--- config.mk ---
export PLATFORM = sky130hd
export DESIGN_NAME = bus_transfer_scheduler
export DESIGN_NICKNAME = d
export VERILOG_FILES = /design/src/rtl/bus_transfer_scheduler.sv
export SDC_FILE = /design/constraint.sdc
export NUM_CORES = 1
export LEC_CHECK = 0
export CORE_MARGIN = 10
export CORE_UTILIZATION = 43
export CTS_CLUSTER_SIZE = 8
export DETAILED_ROUTE_END_ITERATION = 12
export PLACE_DENSITY = 0.92
export SKIP_LAST_GASP = 1
export SYNTH_ARGS = -nofsm -noshare
export SYNTH_HDL_FRONTEND = slang
export SYNTH_SLANG_ARGS = --single-unit
--- constraint.sdc ---
create_clock -name clk -period 2.5 [get_ports clk]
set_clock_uncertainty 0.1 [all_clocks]
set_input_delay 0.5 -clock clk [delete_from_list [all_inputs] [get_ports clk]]
set_output_delay 0.5 -clock clk [all_outputs]
set_load 0.01 [all_outputs]
--- src/rtl/bus_transfer_scheduler.sv ---
// Purpose : round-robin scheduler for register-to-register moves over the shared bus mux.
// Latency : accept edge E; select driven for HOLD_CYCLES cycles; one-cycle load/done pulse after edge E+HOLD_CYCLES.
// Backpress: requesters hold valid/src/dst until ready; ready is only offered in IDLE, one port at a time.
//
// Ports:
//   clk, clr_n                         clock, synchronous active-low reset
//   req_{a,b}_valid/_src/_dst/_ready   transfer request handshake per requester
//   done_{a,b}                         one-cycle pulse while that requester's transfer loads
//   gp_register_select                 bus mux source select (registered, holds last src)
//   reg_load                           one-hot destination load enable, nonzero only in LOAD
//   busy                               high whenever a transfer is in flight
module bus_transfer_scheduler #(
    parameter int NUM_REGS    = 16,
    parameter int SEL_W       = 4,
    parameter int HOLD_CYCLES = 1
) (
    input  logic                clk,
    input  logic                clr_n,
    input  logic                req_a_valid,
    input  logic [SEL_W-1:0]    req_a_src,
    input  logic [SEL_W-1:0]    req_a_dst,
    output logic                req_a_ready,
    output logic                done_a,
    input  logic                req_b_valid,
    input  logic [SEL_W-1:0]    req_b_src,
    input  logic [SEL_W-1:0]    req_b_dst,
    output logic                req_b_ready,
    output logic                done_b,
    output logic [SEL_W-1:0]    gp_register_select,
    output logic [NUM_REGS-1:0] reg_load,
    output logic                busy
);

    typedef enum logic [1:0] {
        S_IDLE  = 2'd0,
        S_DRIVE = 2'd1,
        S_LOAD  = 2'd2
    } state_t;

    localparam int              CNT_W    = 3;
    localparam logic [CNT_W-1:0] CNT_INIT = CNT_W'(HOLD_CYCLES - 1);
    localparam logic            ID_A     = 1'b0;
    localparam logic            ID_B     = 1'b1;

    state_t             r_state;
    state_t             w_next;
    logic [SEL_W-1:0]   r_sel;
    logic [SEL_W-1:0]   r_dst;
    logic               r_id;
    logic               r_last_grant;
    logic [CNT_W-1:0]   r_cnt;

    logic               w_grant_a;
    logic               w_grant_b;
    logic               w_accept;

    // Contention goes to whichever port was not served last.
    always_comb begin
        w_grant_a = req_a_valid && (!req_b_valid || (r_last_grant == ID_B));
        w_grant_b = req_b_valid && (!req_a_valid || (r_last_grant == ID_A));
        w_accept  = (r_state == S_IDLE) && (w_grant_a || w_grant_b);
    end

    always_comb begin
        w_next      = r_state;
        req_a_ready = 1'b0;
        req_b_ready = 1'b0;
        reg_load    = '0;
        done_a      = 1'b0;
        done_b      = 1'b0;
        busy        = 1'b1;
        case (r_state)
            S_IDLE: begin
                busy        = 1'b0;
                req_a_ready = w_grant_a;
                req_b_ready = w_grant_b;
                if (w_grant_a || w_grant_b) begin
                    w_next = S_DRIVE;
                end
            end
            S_DRIVE: begin
                // Counter reaching zero marks the last settle cycle.
                if (r_cnt == '0) begin
                    w_next = S_LOAD;
                end
            end
            S_LOAD: begin
                reg_load = NUM_REGS'(1) << r_dst;
                done_a   = (r_id == ID_A);
                done_b   = (r_id == ID_B);
                w_next   = S_IDLE;
            end
            default: begin
                w_next = S_IDLE;
            end
        endcase
    end

    always_ff @(posedge clk) begin
        if (!clr_n) begin
            r_state      <= S_IDLE;
            r_sel        <= '0;
            r_dst        <= '0;
            r_id         <= ID_A;
            r_last_grant <= ID_B;
            r_cnt        <= '0;
        end else begin
            r_state <= w_next;
            if (w_accept) begin
                r_sel        <= w_grant_a ? req_a_src : req_b_src;
                r_dst        <= w_grant_a ? req_a_dst : req_b_dst;
                r_id         <= w_grant_b;
                r_last_grant <= w_grant_b;
                r_cnt        <= CNT_INIT;
            end else if ((r_state == S_DRIVE) && (r_cnt != '0)) begin
                r_cnt <= r_cnt - CNT_W'(1);
            end
        end
    end

    // Select is a register so it is glitch-free from the first DRIVE cycle
    // and keeps the last source while idle.
    assign gp_register_select = r_sel;

endmodule

# Yosys cells after proc, flatten, opt, wreduce, memory -nomap -nowiden
# Cells that the tools add are included.
# op_classes
n_bitwise	3
n_reduce_logical	14
shift	1
addsub	1
eq_ne	4
div_mod_pow	0
magnitude_cmp	0
multipliers	0
n_mux	11
# op_table
cell	count
two-way mux 16 bit	1
<< shifter 1 x 4 -> 16 bit (first input constant)	1
two-way mux 4 bit	2
two-way mux 1 bit	5
logical AND 1 bit	4
two-way mux 2 bit	2
one-hot mux 2 bit (2 select lines)	1
zero test 3 bit	1
logical OR 1 bit	3
inverter 1 bit	3
nonzero test 3 bit	1
subtractor 3 x 1 -> 3 bit (second input constant)	1
equality test 2 x 1 -> 1 bit (second input constant)	1
equality test 2 bit (second input constant)	1
zero test 1 bit	2
zero test 2 bit	1
inequality test 2 x 1 -> 1 bit (second input constant)	1
inequality test 2 bit (second input constant)	1
AND reduction 2 bit	1
OR reduction 2 bit	1
# word_totals
input_bits	20
output_inout_bits	25
ramBits	0
n_memories	0
word_cells	40
latchBits	0
rom_bits	0
register_bits	15

# Logic depth before layout (Yosys ltp)
# logic_depth
ltp_word	6
mapped_depth	6
depth_no_buf	6

# Least setup slack after synthesis
# OpenSTA, ideal clock, no wires.
# synth_timing
path_kind	register -> output
start	register r_state[0]
end	output reg_load[0]
t_required_ns	1.900
n_path_buf	0
setup_slack_ns	0.808
arrival_ns	1.092
path_stages_with_launch	4
cell_sequence	dfxtp_1 nand2b_1 or3_1 nor3_1
# synth_between
elab_chain_cells	2
# synth_lines
element	line_no	rtl
start, declared	45	state_t r_state;
start signal, assigned	108	r_state <= w_next;
equality test 2 bit	72	case (r_state)
two-way mux 16 bit	72	
end, declared	30	output logic [NUM_REGS-1:0] reg_load,
# Every way passes these cells.

# Final worst setup path
# layout_timing
start	input req_b_valid
end	output req_a_ready
# layout_between
elab_chain_cells	4
# layout_lines
element	line_no	rtl
start, declared	24	input logic req_b_valid,
zero test 1 bit	59	w_grant_a = req_a_valid && (!req_b_valid || (r_last_grant == ID_B));
logical OR 1 bit	59	
logical AND 1 bit	59	
two-way mux 1 bit	72	
end, declared	22	output logic req_a_ready,
# Every way passes these cells.

==> run metrics <==
Worst path slowest cell clkdlybuf4s50_1; simple logic cell fraction of the synthesized area 0.311; Root Driver clkbuf_4; grt met2 use 0.207; Avg Cell Area, Syn 8.53 um2; Worst slew margin 0.696; largest net degree at the start of global routing 20; DPL Wire Length 2270 um; CP most frequent cell clkdlybuf4s50_1; area taken by multi-input logic gates 589 um2; crit path cell chain clkdlybuf4s50_1 > nand2b_4 > and3_4 > clkdlybuf4s50_1; Worst Setup Path Type in -> out; CTS tree built; DRC 0; Synth-to-Final Area Change 56.1%; post-synthesis mux area share 0; Leak 0.000623 uW; # diodes 0; Initial DRT Pass Iterations 4; post-layout min period 2450 ps; Compound-Gate Fraction of Synth Area 0.279; Setup crit end kind primary output; synth warn 0; status completed; Longest Clk Path Bufs 2; die area 4390 um2; Die W 66.3 um; postcts setup bufs 0; IO Count 45; Final ANT Viol Nets 0; 1st-iter DRT viols 42; vias per cell 5.30; Seq cells post-synth 15; antenna violations before repair 0; share of cells above drive strength 1 0.149; clock sinks 15; Post-Syn Area 921 um2; CTS buffer count 3; Mapped Cells 108; Worst Hold Class reg -> reg; Sequential Area 302 um2; CP Data Required Time 1900 ps; initial core utilization 0.460; met3 Usage GRT 0.0644; worst-path fanout max 4; # nets final 177; via count 960; fillers 167; core area 2000 um2; final hold vios 0; Final Cell Area 1440 um2; Net Count, Synth 130; setup violators final 0; total power divided by cell area 427 nW/um2; Final Cycle Share 0.982; main combinational cell family by area after synthesis simple AND/OR/NAND/NOR gates; first-pass GRT wire length 4310 um; Port Buffers 44; arrival time worst endpoint 1850 ps; RSZ-0062 raised after global routing yes; worst path buffer plus inverter count 2; Total GRT Usage 0.125; cell row count 16; Worst VDD drop 0.303 mV; Slew Limit Fails 0; max-cap violation count 0; clk_lat worst skew 290 ps; worst hold slack 407 ps; placed inst area 1390 um2; vias in the first global route 944; Die Height 66.3 um; CP top delay family buffers and inverters; register area share after synthesis 0.326; Clock Pin Slew Worst Setup and Hold Paths 90 ps; global route overflow 0; DR WL/cell 15.7 um; GPL Wtd Cong 0.709; xor and xnor area share after synthesis 0.00951; CP startpoint kind input port; FMAX 407 MHz; Post-Synth Adder-Cell Area 0.0272; GR met1 Demand/Resource 0.124; Synth cell types 33; GR peak layer met2; final wirelength 2840 um; Worst path max stage delay 530 ps; H-Tree Depth 1; worst slew pin tran 455 ps
==> power by group <==
group / internal [uW] / switching [uW]
combinational: 108 / 79.8
sequential: 261 / 21.9
clock: 62.2 / 80.8
total: 432 / 182
==> area by class of cell <==
cell class                 instances  area share
inverter                           4      0.0104
tap                               27      0.0235
timing repair buffer              47       0.328
multi-input combinational         84       0.410
clock buffer                       4      0.0183
sequential                        15       0.210
==> logic make-up (layout without fill, tap and decap cells) <==
family	count (synthesis)	count (layout)
XOR/XNOR	1	1
flip-flops	15	15
buffers and inverters	9	55
adder cells (fa/ha/maj)	2	2
AND/OR/NAND/NOR	48	48
AO/OA/AOI/OAI	33	33
==> stage by stage <==
step | instances | utilization | setup TNS [ps] | power, uW | setup WS [ps]
6_report | 181 | 0.718 | 0 | 614 | 45.3
5_1_grt | 181 | 0.718 | -3.95 | 649 | -3.95
4_1_cts | 181 | 0.708 | 0 | 617 | 8.45
3_5_place_dp | 177 | 0.694 | 0 | 474 | 56.1
3_3_place_gp | 177 | 0.694 | 0 | 467 | 95.1
2_1_floorplan | 108 | - | 0 | 387 | 808
==> final timing paths <==
path	startpoint	end	slack (ps)	depth (start not counted)
max	req_b_valid	req_a_ready	50	4
max reg2reg	r_cnt[0]$_SDFFE_PP0P_	r_cnt[2]$_SDFFE_PP0P_	860	6
min	r_cnt[1]$_SDFFE_PP0P_	r_cnt[1]$_SDFFE_PP0P_	410	2
min reg2reg	r_cnt[1]$_SDFFE_PP0P_	r_cnt[1]$_SDFFE_PP0P_	410	2
==> what timing repair did <==
action / CTS / global route
endpoints found under the setup margin: 5 / 15
resized for setup: 2 / 7
pin swaps: 0 / 0
hold buffers: 0 / 0
cloned: 0 / 0
==> placed cells by master, fill, tap and decap left out, types with 3 or more instances in the layout <==
master and instances:
dlymetal6s2s_1 4, nor2_1 17, clkdlybuf4s50_1 39, o311a_1 8, dfxtp_1 14, nor3_1 4, o21bai_1 8, inv_1 4
buf_4 3, nand2b_1 3, a21boi_0 8, clkbuf_4 3, and3_2 7, a21oi_1 3
==> sequential cells by signal, indices dropped and copies added (netlist names) <==
register / flops
gp_register_select: 4
r_last_grant: 1
r_state: 2
r_cnt: 3
r_dst: 4
r_id: 1
==> synthesized netlist by cell type (all sizes together) <==
master / n / share of area
o21a: 1 / 0.0082
and2: 1 / 0.0068
buf: 2 / 0.018
nor2b: 1 / 0.0068
a21boi: 8 / 0.065
dfxtp: 15 / 0.33
nor3b: 2 / 0.022
o21ai: 3 / 0.020
nand3: 1 / 0.0054
and4b: 1 / 0.011
o311a: 8 / 0.087
nor2: 19 / 0.083
nand2b: 4 / 0.035
clkbuf: 3 / 0.014
inv: 4 / 0.016
xnor2: 1 / 0.0095
nor3: 4 / 0.022
ha: 2 / 0.027
nand2: 2 / 0.0082
o21bai: 8 / 0.065
nand3b: 2 / 0.016
a211oi: 2 / 0.016
a21oi: 3 / 0.016
and3: 10 / 0.088
or3: 1 / 0.0068
==> worst min-delay path: stages, from the launching register on <==
cell and delay [ps]:
dfxtp_1 320, nor2_1 100, a211oi_1 50
==> per-layer routing <==
| layer | part of all wire | up-vias | routed length (um) |
|---|---|---|---|
| met4 | 0.017 | 0 | 48 |
| li1 | - | 488 | - |
| met1 | 0.38 | 423 | 1090 |
| met5 | 0 | - | 0 |
| met2 | 0.47 | 45 | 1340 |
| met3 | 0.13 | 4 | 359 |
(Power assumes the default switching activity.)
==> RTL edit 1: new RTL, same flow settings <==
The parameter `HOLD_CYCLES` goes from 1 to 0.
--- a/src/rtl/bus_transfer_scheduler.sv
+++ b/src/rtl/bus_transfer_scheduler.sv
@@ -14,3 +14,3 @@
     parameter int SEL_W       = 4,
-    parameter int HOLD_CYCLES = 1
+    parameter int HOLD_CYCLES = 0
 ) (
Behaviour: not the same (Yosys sat finds a counterexample within 4 cycles, from zero or initial values).
==> RTL edit 1 against the original RTL <==
Worst setup slack improved by 15 ps; register-to-register slack about the same; power grew 15%; global-route usage rose by 1.1 points; die area grew 1.6%; critical path depth did not move; worst hold slack got worse by 10 ps; count of clock-buffer cells in the layout decreased by 1; final area is 3.7% higher; routed wire length up 6.0%; utilization increased by 1.9 points; critical endpoint is now reg_load[1]; sequential cell count did not move; area after synthesis increased by 2.3%.
==> RTL edit 1: results (changes against the original RTL) <==
switching power total=0.2313 mW (+27%); met3 track utilization from global routing=4.348% (-2.1 points); routed wire length on met3=284 um (-21%); met2 GRT Util=24.29% (+3.6 points); initial DRC count=57 (+36%); final wirelength=3008 um (+6.0%); fin crit period=2440 ps (-15.11 ps); async set-or-reset flop fraction in the synthesized netlist=0% (unchanged); DRT met1 WL=1172 um (+7.7%); post-CTS sizing=1 (-1); outcome=completed; flop2flop setup slack=860 ps (about the same); share of final-layout standard cells stronger than drive strength 1=13.75% (-1.2 points); detailed-router iteration count before antenna repair=4 (unchanged); post-placement worst setup slack=53.59 ps (-2.512 ps); Num CTS Buffers=3 (unchanged); sequential area share after synthesis=31.87% (-0.74 points); origin of the critical flop-to-flop path=r_cnt[0]; level count of the clock H-tree=1 (unchanged); gp weighted congestion=0.8297 (+17%); number of nets in the layout=183 (+3.4%); initial antenna violation count=0 (unchanged); origin of the worst min-delay path=r_cnt[2]; CP max FO=7 (+3); routed wl met2=1517 um (+13%); leakage power figure=0.7122 nW (+14%); classification of the worst-slack hold path=flip-flop to flip-flop; biggest cell delay along the critical path=540 ps; Reg2Reg Capture Point=r_cnt[1]; maximum count of clock buffers along a single path=2 (unchanged); synth cell count leaders=15 x sky130_fd_sc_hd__dfxtp_1, 15 x sky130_fd_sc_hd__nor2_1, 10 x sky130_fd_sc_hd__and3_1; Max Used Layer=met4; logic depth of the worst register-to-register path=5 (-1); vias in the first global route=1,023 (+8.4%); first-pass GRT wire length=4836 um (+12%); clock-pin slew of the registers on the worst-case setup and hold paths=100 ps; startpoint of the worst setup timing path=r_state[0]; maximum number of pins on one net before global-route repair=17 (-15%); number of nets produced by synthesis=133 (+2.3%); transition at the pin with the smallest max-transition slack=469.0 ps (+14.06 ps); Worst-Skew Late Latency=280 ps; met1 demand-to-capacity share in global routing=14.38% (+2.0 points); Filler cells=145 (-13%); CP endpoint=reg_load[1]; Primary FF master, synth=sky130_fd_sc_hd__dfxtp_1; Final Non-Filler Cells=187 (+3.3%); worst supply voltage drop on vdd=517.2 uV (+70%); total routing resource utilization after global routing=13.58% (+1.1 points); number of instances on the worst hold path=1 (-1); estimated wirelength of the detail-placed design=2375 um (+4.8%); Synth Area per Inst=8.488 sq um (-0.46%); I/O Buffers=44 (unchanged); hold worst-path end=r_cnt[2]; top post-synthesis cells by area=sky130_fd_sc_hd__dfxtp_1 32%, sky130_fd_sc_hd__o311a_1 8.5%, sky130_fd_sc_hd__and3_1 6.6%; routed via count divided by cell count=5.439 (+2.5%); post-synth cell types=35 (+6.1%)
-- RTL edit 1: cell types whose count changed in the layout (fill, tap and decap cells not counted), sizes merged, moves of 2 or more --
cell / delta
a211oi: -2
a21oi: +2
dlymetal6s2s: +2
nor3: +2
buf: +3
nor2: -2
-- RTL edit 1: power by group through the flow --
stage | combinational, mW | sequential [mW] | clock [mW]
after floorplan | 0.151 | 0.308 | 0
after global placement | 0.245 | 0.307 | 0
after detailed placement | 0.257 | 0.309 | 0
after CTS | 0.260 | 0.304 | 0.142
after global routing | 0.285 | 0.310 | 0.157
final | 0.259 | 0.305 | 0.141
-- RTL edit 1: kinds of logic after synthesis --
| logic type | count (synthesis) | synth area share, % |
|---|---|---|
| AO/OA/AOI/OAI | 35 | 28.95 |
| XOR/XNOR | 1 | 0.9298 |
| adder cells (fa/ha/maj) | 2 | 2.656 |
| buffers and inverters | 10 | 4.648 |
| flip-flops | 15 | 31.87 |
| AND/OR/NAND/NOR | 48 | 30.94 |
-- RTL edit 1: critical path, delay by kind of cell (launching register included) --
family | cells | cell delay (ps)
simple gates | 3 | 650
buf+inv | 1 | 540
flops | 1 | 370
-- RTL edit 1: per-stage QoR --
step / cell area (sq um) / hold slack (ps)
3_3_place_gp: 1436 / 365.1
3_5_place_dp: 1436 / 378.6
2_1_floorplan: 942.2 / 352.7
5_1_grt: 1490 / 405.1
6_report: 1490 / 396.5
4_1_cts: 1465 / 395.9
-- RTL edit 1: cell type report --
type	instances	area, sq um	area share (%)
tap	27	33.78	2.267
clock inverter	1	5.005	0.3359
multi-input combinational	86	604.3	40.55
inverter	5	18.77	1.259
timing repair buffer	50	500.5	33.59
sequential	15	305.3	20.49
clock buffer	3	22.52	1.511
==> RTL edit 2: new RTL, same flow settings <==
Made on the original files. Set the parameter `SEL_W` to 3 (it was 4).
--- a/src/rtl/bus_transfer_scheduler.sv
+++ b/src/rtl/bus_transfer_scheduler.sv
@@ -13,3 +13,3 @@
     parameter int NUM_REGS    = 16,
-    parameter int SEL_W       = 4,
+    parameter int SEL_W       = 3,
     parameter int HOLD_CYCLES = 1
Interface: changed (5 resized); port bits go from 45 to 40. No check against the original RTL was run, so the function may have changed too.
==> RTL edit 2 against the original RTL <==
Utilization decreased by 5.9 points; synthesized cell count decreased by 12%; final area down 18%; worst setup slack improved by 37 ps; global-route usage fell by 1.7 points; sequential power down 14%; sequential cell count is 2 lower; worst hold slack improved by 26 ps; clock power decreased by 6%; area after synthesis down 9.5%; die area fell by 6.7%; routed wire length decreased by 21%; non-clock buffer count down 12; power fell by 12%; largest cell class unchanged.
==> RTL edit 2: results (changes against the original RTL) <==
outcome=completed; sequential area share after synthesis=31.23% (-1.4 points); Synth Area per Inst=8.772 sq um (+2.9%); origin of the critical flop-to-flop path=r_cnt[0]; maximum count of clock buffers along a single path=2 (unchanged); clock-pin slew of the registers on the worst-case setup and hold paths=80 ps; top post-synthesis cells by area=sky130_fd_sc_hd__dfxtp_1 31%, sky130_fd_sc_hd__o311a_1 7.2%, sky130_fd_sc_hd__buf_4 7.2%; origin of the worst min-delay path=r_cnt[1]; met1 demand-to-capacity share in global routing=10.25% (-2.1 points); post-CTS sizing=0 (-2); Antenna Diode Count=0 (unchanged); Reg2Reg Capture Point=r_cnt[2]; highest-delay cell along the critical path=sky130_fd_sc_hd__clkdlybuf4s50_1; CP endpoint=req_b_ready; async set-or-reset flop fraction in the synthesized netlist=0% (unchanged); Post-CTS Setup Inserts=0 (unchanged); flop2flop setup slack=910 ps (+50 ps); I/O Buffers=31 (-30%); combinational power=0.165 mW (-12%); final wirelength=2237 um (-21%); classification of the worst-slack hold path=flip-flop to flip-flop; arrival time of data at the critical path endpoint=1820 ps (-30 ps); hold worst-path end=r_cnt[1]; average wire per standard cell=14.53 um (-7.4%); relative slew slack=66.87% (-2.7 points); first-pass GRT wire length=3670 um (-15%); post-synth cell types=35 (+6.1%); number of nets in the layout=148 (-16%); gp weighted congestion=0.7061 (-0.39%); initial DRC count=9 (-79%); share of final-layout standard cells stronger than drive strength 1=16.28% (+1.3 points); Top delay family on crit path=buffers and inverters; clock root cell=sky130_fd_sc_hd__clkbuf_4; synth cell count leaders=13 x sky130_fd_sc_hd__dfxtp_1, 12 x sky130_fd_sc_hd__nor2_1, 8 x sky130_fd_sc_hd__buf_4; routed wl met2=995 um (-26%); level count of the clock H-tree=1 (unchanged); estimated wirelength of the detail-placed design=1827 um (-19%); leakage power figure=0.4639 nW (-25%); Placement Cell Area=1146 sq um (-17%); met2 GRT Util=17.66% (-3.0 points); startpoint of the worst setup timing path=req_b_valid; DRT met1 WL=914 um (-16%); logic depth of the worst register-to-register path=6 (unchanged); total routing resource utilization after global routing=10.71% (-1.7 points); Filler cells=143 (-14%); met3 track utilization from global routing=6.794% (+0.35 points); routed wire length on met3=273 um (-24%); maximum number of pins on one net before global-route repair=16 (-20%); Synthesis Warnings=0 (unchanged); routed via count divided by cell count=5.175 (-2.4%); Int Power=0.3795 mW (-12%); worst supply voltage drop on vdd=377.4 uV (+24%); detailed-router iteration count before antenna repair=4 (unchanged); initial antenna violation count=0 (unchanged); CP max FO=3 (-1); vias in the first global route=817 (-13%); power drawn by the clock network=0.134 mW (-6%); biggest cell delay along the critical path=590 ps (+60 ps)
## RTL edit 2: through the flow
step | worst slack, ps | utilization (%) | hold slack [ps] | power (mW)
final | 81.91 | 65.89 | 433.2 | 0.5412
after global routing | 25.70 | 65.89 | 468.4 | 0.5747
after CTS | 44.38 | 65.75 | 432.7 | 0.5427
after detailed placement | 80.20 | 64.28 | 410.4 | 0.4107
after global placement | 126.8 | 64.28 | 386.7 | 0.4060
after floorplan | 801.3 | - | 378.1 | 0.3451
## RTL edit 2: kinds of logic (layout without fill, tap and decap cells)
logic type               after synthesis  in the layout  synth area share, %
AO/OA/AOI/OAI                         27             27                24.77
XOR/XNOR                               1              1                1.051
adder cells (fa/ha/maj)                2              2                3.003
buffers and inverters                 16             43                12.01
flip-flops                            13             13                31.23
other                                  1              8               0.4500
AND/OR/NAND/NOR                       35             35                27.48
## RTL edit 2: cell type report
class	instances	share of cell area [%]
sequential	13	22.36
timing repair buffer	35	28.97
tap	25	2.662
inverter	4	1.278
clock buffer	4	2.236
multi-input combinational	73	42.49
